$ cat config.mk
export PLATFORM = sky130hd
export DESIGN_NAME = lv_fv_pattern_gen_flat
export DESIGN_NICKNAME = d
export VERILOG_FILES = /design/src/rtl/lv_fv_pattern_pkg.sv /design/src/rtl/lv_fv_pattern_gen_if.sv /design/src/rtl/lv_fv_pattern_pix.sv /design/src/rtl/lv_fv_pattern_gen.sv /design/src/flat_wrapper.sv
export SDC_FILE = /design/constraint.sdc
export NUM_CORES = 1
export LEC_CHECK = 0
export ABC_AREA = 1
export BUFFER_PORTS_ARGS = -buffer_cell sky130_fd_sc_hd__clkbuf_2
export CAP_MARGIN = 30
export CORE_ASPECT_RATIO = 1.4
export CORE_MARGIN = 10
export CORE_UTILIZATION = 40
export DETAILED_ROUTE_END_ITERATION = 6
export PLACE_DENSITY_LB_ADDON = 0.12
export SYNTH_ARGS = -nofsm -noshare
export SYNTH_HDL_FRONTEND = slang
export SYNTH_SLANG_ARGS = --single-unit
$ cat constraint.sdc
create_clock -name clk -period 5 [get_ports clk]
set_clock_uncertainty 0.2 [all_clocks]
set_input_delay 0.25 -clock clk [delete_from_list [all_inputs] [get_ports clk]]
set_output_delay 0.25 -clock clk [all_outputs]
set_load 0.005 [all_outputs]
$ cat src/rtl/lv_fv_pattern_pkg.sv
// Shared types for the lv_fv_data pattern generator: FSM states, pattern
// selection codes and the colour-bar lookup.
package lv_fv_pattern_pkg;

    typedef logic [23:0] rgb_t;

    typedef enum logic [2:0] {
        ST_IDLE    = 3'd0,
        ST_F_PRE   = 3'd1,
        ST_ACT     = 3'd2,
        ST_H_BLANK = 3'd3,
        ST_F_POST  = 3'd4,
        ST_V_BLANK = 3'd5
    } state_e;

    typedef enum logic [1:0] {
        PAT_SOLID   = 2'd0,
        PAT_BARS    = 2'd1,
        PAT_RAMP    = 2'd2,
        PAT_CHECKER = 2'd3
    } pat_e;

    localparam int NUM_BARS = 8;

    // Bars run left to right from white down to black.
    function automatic rgb_t bar_colour(input logic [2:0] idx);
        rgb_t c;
        case (idx)
            3'd0:    c = 24'hFFFFFF;
            3'd1:    c = 24'hFFFF00;
            3'd2:    c = 24'h00FFFF;
            3'd3:    c = 24'h00FF00;
            3'd4:    c = 24'hFF00FF;
            3'd5:    c = 24'hFF0000;
            3'd6:    c = 24'h0000FF;
            default: c = 24'h000000;
        endcase
        return c;
    endfunction

    function automatic int max4(input int a, input int b, input int c, input int d);
        int m;
        m = a;
        if (b > m) m = b;
        if (c > m) m = c;
        if (d > m) m = d;
        return m;
    endfunction

endpackage

$ cat src/rtl/lv_fv_pattern_gen_if.sv
// lv_fv_data video stream plus the generator's run/pattern controls.
interface lv_fv_pattern_gen_if;

    logic        en;
    logic [1:0]  pat_sel;
    logic [7:0]  R;
    logic [7:0]  G;
    logic [7:0]  B;
    logic        FV;
    logic        LV;
    logic        DV;
    logic [15:0] frame_cnt;
    logic        frame_done;

    modport master (
        input  en, pat_sel,
        output R, G, B, FV, LV, DV, frame_cnt, frame_done
    );

    modport slave (
        output en, pat_sel,
        input  R, G, B, FV, LV, DV, frame_cnt, frame_done
    );

endinterface

$ cat src/rtl/lv_fv_pattern_pix.sv
// Combinational pixel colour for the active pixel at (x, y); the caller
// registers the result.
module lv_fv_pattern_pix
    import lv_fv_pattern_pkg::*;
#(
    parameter rgb_t SOLID = 24'hFF0000
) (
    input  pat_e       pat_i,
    input  logic [7:0] x_i,
    input  logic       y4_i,
    input  logic [2:0] bar_idx_i,
    output rgb_t       rgb_o
);

    always_comb begin
        rgb_o = '0;
        case (pat_i)
            PAT_SOLID:   rgb_o = SOLID;
            PAT_BARS:    rgb_o = bar_colour(bar_idx_i);
            PAT_RAMP:    rgb_o = {x_i, x_i, x_i};
            PAT_CHECKER: rgb_o = (x_i[4] ^ y4_i) ? 24'hFFFFFF : 24'h000000;
            default:     rgb_o = '0;
        endcase
    end

endmodule

$ cat src/rtl/lv_fv_pattern_gen.sv
// Synthetic lv_fv_data source: frame/line timing FSM with programmable
// active size and blanking, active pixels filled from a latched test pattern.
module lv_fv_pattern_gen
    import lv_fv_pattern_pkg::*;
#(
    parameter int   ACT_W   = 640,
    parameter int   ACT_H   = 480,
    parameter int   FV_PRE  = 4,
    parameter int   H_BLANK = 16,
    parameter int   FV_POST = 4,
    parameter int   V_BLANK = 32,
    parameter rgb_t SOLID   = 24'hFF0000
) (
    input  logic                clk,
    input  logic                rst,
    lv_fv_pattern_gen_if.master vid
);

    localparam int XW   = $clog2(ACT_W);
    localparam int YW   = (ACT_H > 1) ? $clog2(ACT_H) : 1;
    localparam int BPB  = ACT_W / NUM_BARS;
    localparam int BW   = (BPB > 1) ? $clog2(BPB) : 1;
    localparam int MAXB = max4(FV_PRE, H_BLANK, FV_POST, V_BLANK);
    localparam int CW   = $clog2(MAXB + 1);

    localparam logic [XW-1:0] X_LAST   = XW'(ACT_W - 1);
    localparam logic [YW-1:0] Y_LAST   = YW'(ACT_H - 1);
    localparam logic [BW-1:0] BAR_LAST = BW'(BPB - 1);
    localparam logic [CW-1:0] PRE_LAST = CW'(FV_PRE - 1);
    localparam logic [CW-1:0] HBL_LAST = CW'(H_BLANK - 1);
    localparam logic [CW-1:0] PST_LAST = CW'(FV_POST - 1);
    localparam logic [CW-1:0] VBL_LAST = CW'(V_BLANK - 1);

    state_e        state_q;
    pat_e          pat_q;
    logic [CW-1:0] cnt_q;
    logic [XW-1:0] x_q;
    logic [YW-1:0] y_q;
    logic [BW-1:0] bar_cnt_q;
    logic [2:0]    bar_idx_q;
    logic [15:0]   frame_cnt_q;

    rgb_t          rgb_q;
    logic          fv_q;
    logic          lv_q;
    logic          dv_q;
    logic          frame_done_q;

    rgb_t          pix_d;
    logic [7:0]    pix_x;
    logic          pix_y4;

    assign pix_x = 8'(x_q);

    generate
        if (YW > 4) begin : g_y4
            assign pix_y4 = y_q[4];
        end else begin : g_no_y4
            assign pix_y4 = 1'b0;
        end
    endgenerate

    lv_fv_pattern_pix #(
        .SOLID (SOLID)
    ) u_pix (
        .pat_i     (pat_q),
        .x_i       (pix_x),
        .y4_i      (pix_y4),
        .bar_idx_i (bar_idx_q),
        .rgb_o     (pix_d)
    );

    // Outputs are a registered image of the current state, so the stream
    // trails the FSM by one cycle (en seen at edge k -> FV from edge k+1).
    always_ff @(posedge clk) begin
        if (rst) begin
            state_q      <= ST_IDLE;
            pat_q        <= PAT_SOLID;
            cnt_q        <= '0;
            x_q          <= '0;
            y_q          <= '0;
            bar_cnt_q    <= '0;
            bar_idx_q    <= '0;
            frame_cnt_q  <= '0;
            rgb_q        <= '0;
            fv_q         <= 1'b0;
            lv_q         <= 1'b0;
            dv_q         <= 1'b0;
            frame_done_q <= 1'b0;
        end else begin
            fv_q         <= (state_q != ST_IDLE) && (state_q != ST_V_BLANK);
            lv_q         <= (state_q == ST_ACT);
            dv_q         <= (state_q == ST_ACT);
            rgb_q        <= (state_q == ST_ACT) ? pix_d : '0;
            frame_done_q <= (state_q == ST_V_BLANK) && (cnt_q == VBL_LAST);

            case (state_q)
                ST_IDLE: begin
                    if (vid.en) begin
                        state_q     <= ST_F_PRE;
                        cnt_q       <= '0;
                        pat_q       <= pat_e'(vid.pat_sel);
                        frame_cnt_q <= frame_cnt_q + 1'b1;
                    end
                end

                ST_F_PRE: begin
                    if (cnt_q == PRE_LAST) begin
                        state_q   <= ST_ACT;
                        cnt_q     <= '0;
                        x_q       <= '0;
                        y_q       <= '0;
                        bar_cnt_q <= '0;
                        bar_idx_q <= '0;
                    end else begin
                        cnt_q <= cnt_q + 1'b1;
                    end
                end

                ST_ACT: begin
                    if (x_q == X_LAST) begin
                        x_q       <= '0;
                        bar_cnt_q <= '0;
                        bar_idx_q <= '0;
                        cnt_q     <= '0;
                        state_q   <= (y_q == Y_LAST) ? ST_F_POST : ST_H_BLANK;
                    end else begin
                        x_q <= x_q + 1'b1;
                        // Bar index advances every ACT_W/8 pixels without a divider.
                        if (bar_cnt_q == BAR_LAST) begin
                            bar_cnt_q <= '0;
                            bar_idx_q <= bar_idx_q + 1'b1;
                        end else begin
                            bar_cnt_q <= bar_cnt_q + 1'b1;
                        end
                    end
                end

                ST_H_BLANK: begin
                    if (cnt_q == HBL_LAST) begin
                        state_q <= ST_ACT;
                        cnt_q   <= '0;
                        y_q     <= y_q + 1'b1;
                    end else begin
                        cnt_q <= cnt_q + 1'b1;
                    end
                end

                ST_F_POST: begin
                    if (cnt_q == PST_LAST) begin
                        state_q <= ST_V_BLANK;
                        cnt_q   <= '0;
                    end else begin
                        cnt_q <= cnt_q + 1'b1;
                    end
                end

                ST_V_BLANK: begin
                    if (cnt_q == VBL_LAST) begin
                        cnt_q <= '0;
                        // en is only honoured here, so a frame is never cut short.
                        if (vid.en) begin
                            state_q     <= ST_F_PRE;
                            pat_q       <= pat_e'(vid.pat_sel);
                            frame_cnt_q <= frame_cnt_q + 1'b1;
                        end else begin
                            state_q <= ST_IDLE;
                        end
                    end else begin
                        cnt_q <= cnt_q + 1'b1;
                    end
                end

                default: begin
                    state_q <= ST_IDLE;
                    cnt_q   <= '0;
                end
            endcase
        end
    end

    assign vid.R          = rgb_q[23:16];
    assign vid.G          = rgb_q[15:8];
    assign vid.B          = rgb_q[7:0];
    assign vid.FV         = fv_q;
    assign vid.LV         = lv_q;
    assign vid.DV         = dv_q;
    assign vid.frame_cnt  = frame_cnt_q;
    assign vid.frame_done = frame_done_q;

endmodule

$ cat src/flat_wrapper.sv
// flat-port wrapper written by rule: the top's interface ports become plain ports
module lv_fv_pattern_gen_flat import lv_fv_pattern_pkg::*;
#(
    parameter int   ACT_W   = 640,
    parameter int   ACT_H   = 480,
    parameter int   FV_PRE  = 4,
    parameter int   H_BLANK = 16,
    parameter int   FV_POST = 4,
    parameter int   V_BLANK = 32,
    parameter rgb_t SOLID   = 24'hFF0000
)
  (clk, rst, vid_en, vid_pat_sel, vid_R, vid_G, vid_B, vid_FV, vid_LV, vid_DV, vid_frame_cnt, vid_frame_done);
  lv_fv_pattern_gen_if vid_i ();
  input  logic clk;
  input  logic rst;
  input wire logic [$bits(vid_i.en)-1:0] vid_en;
  input wire logic [$bits(vid_i.pat_sel)-1:0] vid_pat_sel;
  output wire logic [$bits(vid_i.R)-1:0] vid_R;
  output wire logic [$bits(vid_i.G)-1:0] vid_G;
  output wire logic [$bits(vid_i.B)-1:0] vid_B;
  output wire logic [$bits(vid_i.FV)-1:0] vid_FV;
  output wire logic [$bits(vid_i.LV)-1:0] vid_LV;
  output wire logic [$bits(vid_i.DV)-1:0] vid_DV;
  output wire logic [$bits(vid_i.frame_cnt)-1:0] vid_frame_cnt;
  output wire logic [$bits(vid_i.frame_done)-1:0] vid_frame_done;
  assign vid_i.en = vid_en;
  assign vid_i.pat_sel = vid_pat_sel;
  assign vid_R = vid_i.R;
  assign vid_G = vid_i.G;
  assign vid_B = vid_i.B;
  assign vid_FV = vid_i.FV;
  assign vid_LV = vid_i.LV;
  assign vid_DV = vid_i.DV;
  assign vid_frame_cnt = vid_i.frame_cnt;
  assign vid_frame_done = vid_i.frame_done;
  lv_fv_pattern_gen #(.ACT_W(ACT_W), .ACT_H(ACT_H), .FV_PRE(FV_PRE), .H_BLANK(H_BLANK), .FV_POST(FV_POST), .V_BLANK(V_BLANK), .SOLID(SOLID)) u_core (.clk(clk), .rst(rst), .vid(vid_i));
endmodule
==> impl_results.html <==
<table>
<tr><th>Metric</th><th>Value</th></tr>
<tr><th colspan="2">Power</th></tr>
<tr><td>Peak VDD IR</td><td>0.0002614 V</td></tr>
<tr><td>Switching component of the power</td><td>0.6610 mW</td></tr>
<tr><td>Power density over the cells</td><td>423.9 nW/um^2</td></tr>
<tr><td>Int Pwr</td><td>1.330 mW</td></tr>
<tr><td>Cell leakage power</td><td>2.016 nW</td></tr>
<tr><td>Fraction of power consumed by the clock network</td><td>35.9%</td></tr>
<tr><td>Fraction of power spent switching nets</td><td>33.21%</td></tr>
<tr><td>Part of the power in combinational logic</td><td>25.0%</td></tr>
<tr><td>Power after layout</td><td>1.991 mW</td></tr>
<tr><td>Share of total power in sequential cells</td><td>39.1%</td></tr>
<tr><th colspan="2">Layout</th></tr>
<tr><td>Final #Nets</td><td>647</td></tr>
<tr><td>Utilization of the core after routing</td><td>47.43%</td></tr>
<tr><td>Share of cells above drive strength 1</td><td>15.38%</td></tr>
<tr><td>Area grow syn2layout</td><td>16.26%</td></tr>
<tr><td>Number of antenna repair diodes</td><td>0</td></tr>
<tr><th colspan="2">Synth</th></tr>
<tr><td>Sequential area share after synthesis</td><td>41.14%</td></tr>
<tr><td>Primary FF master, synth</td><td>dfxtp_1</td></tr>
<tr><td>Mapped Avg Cell Area</td><td>6.916 sq um</td></tr>
<tr><td>Synth area leaders</td><td>dfxtp_1 41%, nand2_1 11%, nor2_1 10%</td></tr>
<tr><td>Mapped Nets</td><td>599</td></tr>
<tr><td>EDFF count, synth</td><td>0</td></tr>
<tr><td>Synth Warn #</td><td>0</td></tr>
<tr><td>Biggest area consumer among synthesized cells</td><td>dfxtp_1</td></tr>
<tr><td>Most common library cells after synthesis</td><td>121 x nand2_1, 108 x nor2_1, 83 x dfxtp_1</td></tr>
<tr><td>Post-Syn Area</td><td>4039 sq um</td></tr>
<tr><td>Share of Yosys cell area claimed by the top area cell type</td><td>41.14%</td></tr>
<tr><td>Post-Syn Instances</td><td>584</td></tr>
<tr><td>Number of storage elements in the synthesis netlist</td><td>83</td></tr>
<tr><td>FFs w/ async S/R, synth</td><td>0%</td></tr>
<tr><td>Unique cell type count in the Yosys netlist</td><td>39</td></tr>
<tr><td>Top-count cell post-synth</td><td>nand2_1</td></tr>
<tr><th colspan="2">Timing</th></tr>
<tr><td>Tightest slew margin relative to the limit</td><td>40.18%</td></tr>
<tr><td>Transition time at the pin with the least slew margin</td><td>0.8919 ns</td></tr>
<tr><td>Worst Hold Margin</td><td>0.02940 ns</td></tr>
<tr><td>Total Negative Setup Slacks</td><td>0 ns</td></tr>
<tr><td>Final min period</td><td>2.237 ns</td></tr>
<tr><td>Hold Fails Final Rpt</td><td>0</td></tr>
<tr><td>Count of final setup violators</td><td>0</td></tr>
<tr><td>Count of pins over their slew limit</td><td>0</td></tr>
<tr><td>Part of the cycle the worst path needs</td><td>44.75%</td></tr>
<tr><td>Unrepaired setup endpoints after global routing</td><td>no</td></tr>
<tr><td>Achievable Freq</td><td>446.9 MHz</td></tr>
<tr><th colspan="2">Route</th></tr>
<tr><td>Detailed-routing iteration count for the pre-antenna-repair pass</td><td>4</td></tr>
<tr><td>Number of antenna-violating nets in the routed design</td><td>0</td></tr>
<tr><td>Via total after detailed routing</td><td>3669</td></tr>
<tr><td>Routed vias/inst</td><td>4.753</td></tr>
<tr><td>Final Routed Wirelength</td><td>9201 um</td></tr>
<tr><td>Number of DRC markers in iteration 0</td><td>113</td></tr>
<tr><td>DRC viols</td><td>0</td></tr>
<tr><td>Routed len/inst</td><td>11.92 um</td></tr>
<tr><th colspan="2">Clocking</th></tr>
<tr><td>Clock Pin Slew Worst Setup and Hold Paths</td><td>0.06 ns</td></tr>
<tr><td>Post-CTS Hold Fix Bufs</td><td>0</td></tr>
<tr><td>Clock tree root driver cell</td><td>clkbuf_16</td></tr>
<tr><td>H-tree depth</td><td>3</td></tr>
<tr><td>Post-CTS Setup Inserts</td><td>0</td></tr>
<tr><td>Clock buffers created by TritonCTS</td><td>9</td></tr>
<tr><td>Number of gates resized after CTS</td><td>0</td></tr>
<tr><td>Number of sinks on the clock net</td><td>83</td></tr>
<tr><td>Clock latency on the worst-skew pair</td><td>0.34 ns</td></tr>
<tr><td>Deepest clock path buffer count</td><td>2</td></tr>
<tr><td>CTS tree</td><td>done</td></tr>
<tr><th colspan="2">Worst setup path</th></tr>
<tr><td>Crit end category</td><td>flop</td></tr>
<tr><td>Critical Setup Path Class</td><td>flop to flop</td></tr>
<tr><td>Arrival time of the worst setup path</td><td>2.27 ns</td></tr>
<tr><td>Crit path max fanout</td><td>21</td></tr>
<tr><td>Worst setup SP type</td><td>flop</td></tr>
<tr><td>Required time of the critical path</td><td>5.03 ns</td></tr>
<tr><th colspan="2">GRT</th></tr>
<tr><td>Via count of the first global-routing pass</td><td>3332</td></tr>
<tr><td>GRT Resource Usage Total</td><td>12.52%</td></tr>
<tr><td>Antenna violations before repair</td><td>0</td></tr>
<tr><td>Largest net degree at the start of global routing</td><td>29</td></tr>
<tr><td>Global-route wire length before repair</td><td>15390 um</td></tr>
<tr><td>Grt ovf</td><td>0</td></tr>
<tr><th colspan="2">Outcome</th></tr>
<tr><td>Run status</td><td>complete, no violations</td></tr>
<tr><th colspan="2">Die</th></tr>
<tr><td>DIE WIDTH</td><td>104.9 um</td></tr>
<tr><td>Starting Density</td><td>40.80%</td></tr>
<tr><td>Top-level I/O count</td><td>49</td></tr>
<tr><td>Overall die height</td><td>138.9 um</td></tr>
<tr><td>Core footprint</td><td>9899 sq um</td></tr>
<tr><td>DIE AREA</td><td>14570 sq um</td></tr>
<tr><td>Std cell rows</td><td>43</td></tr>
<tr><th colspan="2">Placed design</th></tr>
<tr><td>Final weighted congestion in routability-driven placement</td><td>0.8171</td></tr>
<tr><td>Count of buffers inserted at the top-level ports</td><td>48</td></tr>
<tr><td>Half-perimeter wire length after detailed placement</td><td>7023 um</td></tr>
<tr><th colspan="2">Job</th></tr>
<tr><td>Max-cap violations</td><td>0</td></tr>
<tr><th colspan="2">Worst hold path</th></tr>
<tr><td>Min-Delay Path Class</td><td>input port to flop</td></tr>
</table>
-- logic make-up after synthesis --
group | count (synthesis) | share of synthesized area (%)
flip-flops | 83 | 41.14
XOR/XNOR | 5 | 1.084
buffers and inverters | 85 | 8.891
AO/OA/AOI/OAI | 87 | 11.46
AND/OR/NAND/NOR | 314 | 34.33
adder cells (fa/ha/maj) | 10 | 3.098
-- sequential cells by signal, summed over array words and instances, names as in the netlist, 2 cells and up --
signal / cells
u_core.pat_q: 2
u_core.y_q: 9
u_core.state_q: 3
u_core.x_q: 10
u_core.rgb_q: 24
u_core.bar_cnt_q: 7
u_core.bar_idx_q: 3
u_core.vid.frame_cnt: 16
u_core.cnt_q: 6
-- power by group through the flow --
stage | Clock, mW | Combinational, mW | Sequential [mW]
5_1_grt | 0.761 | 0.571 | 0.789
4_1_cts | 0.735 | 0.505 | 0.778
6_report | 0.715 | 0.498 | 0.778
3_3_place_gp | 0 | 0.498 | 0.791
3_5_place_dp | 0 | 0.503 | 0.793
2_1_floorplan | 0 | 0.409 | 0.779
-- layout make-up --
class / count / area (sq um)
inverters: 74 / 282.8
clock buffers: 9 / 225.2
fillers: 1045 / 5204
well taps: 135 / 168.9
multi-input cells: 416 / 2018
clock inverters: 7 / 98.84
repair buffers: 48 / 240.2
flip-flops and latches: 83 / 1662
-- critical path: stages, from the launching register on --
cell	delay, ns
dfxtp_1	0.38
ha_1	0.22
nand2_1	0.09
nor2_1	0.25
a21oi_2	0.15
nor2_4	0.39
nand3_1	0.21
o21ai_1	0.17
nor2_1	0.06
-- final timing paths --
kind	start	end	slack, ns	depth (start not counted)
setup / recovery	u_core.cnt_q[0]	u_core.vid.frame_cnt[15]	2.76	8
hold / removal	vid_pat_sel[0]	u_core.pat_q[0]	0.03	3
setup reg to reg	u_core.cnt_q[0]	u_core.vid.frame_cnt[15]	2.76	8
hold reg to reg	u_core.bar_idx_q[2]	u_core.bar_idx_q[2]	0.27	2
-- per-stage QoR --
step / setup slack [ns] / instances / area [sq um]
after floorplan: 3.315 / 584 / 4039
after global placement: 2.589 / 756 / 4372
after detailed placement: 2.551 / 756 / 4372
after CTS: 2.767 / 772 / 4696
after global routing: 2.545 / 772 / 4696
final: 2.763 / 772 / 4696
-- routing by layer --
| layer | track usage (%) | up-vias | wire (um) |
|---|---|---|---|
| li1 | - | 1962 | - |
| met1 | 13.71 | 1627 | 3976 |
| met2 | 21.65 | 63 | 4626 |
| met3 | 3.814 | 17 | 417 |
| met4 | 5.507 | 0 | 180 |
| met5 | 0 | - | 0 |
-- layout by cell type, fill, tap and decap left out, types with 2 or more instances in the layout --
cell       instances
o21ai_0           34
nand3_2            2
or2_2              3
nor2_2             2
nor3_1            18
nand4_1           10
nand2_4            3
nand3_1           34
o21ai_1            9
a21oi_1           35
nand2_1          121
nor2_1           108
clkinv_4           2
clkbuf_2          48
inv_2              9
inv_1             63
nand2_2            6
clkbuf_16          9
bufinv_16          2
inv_6              2
a21oi_2            2
nor2_4             2
ha_1              10
dfxtp_1           83
xor2_1             4
Note: power is estimated with default switching activity, not from simulation.
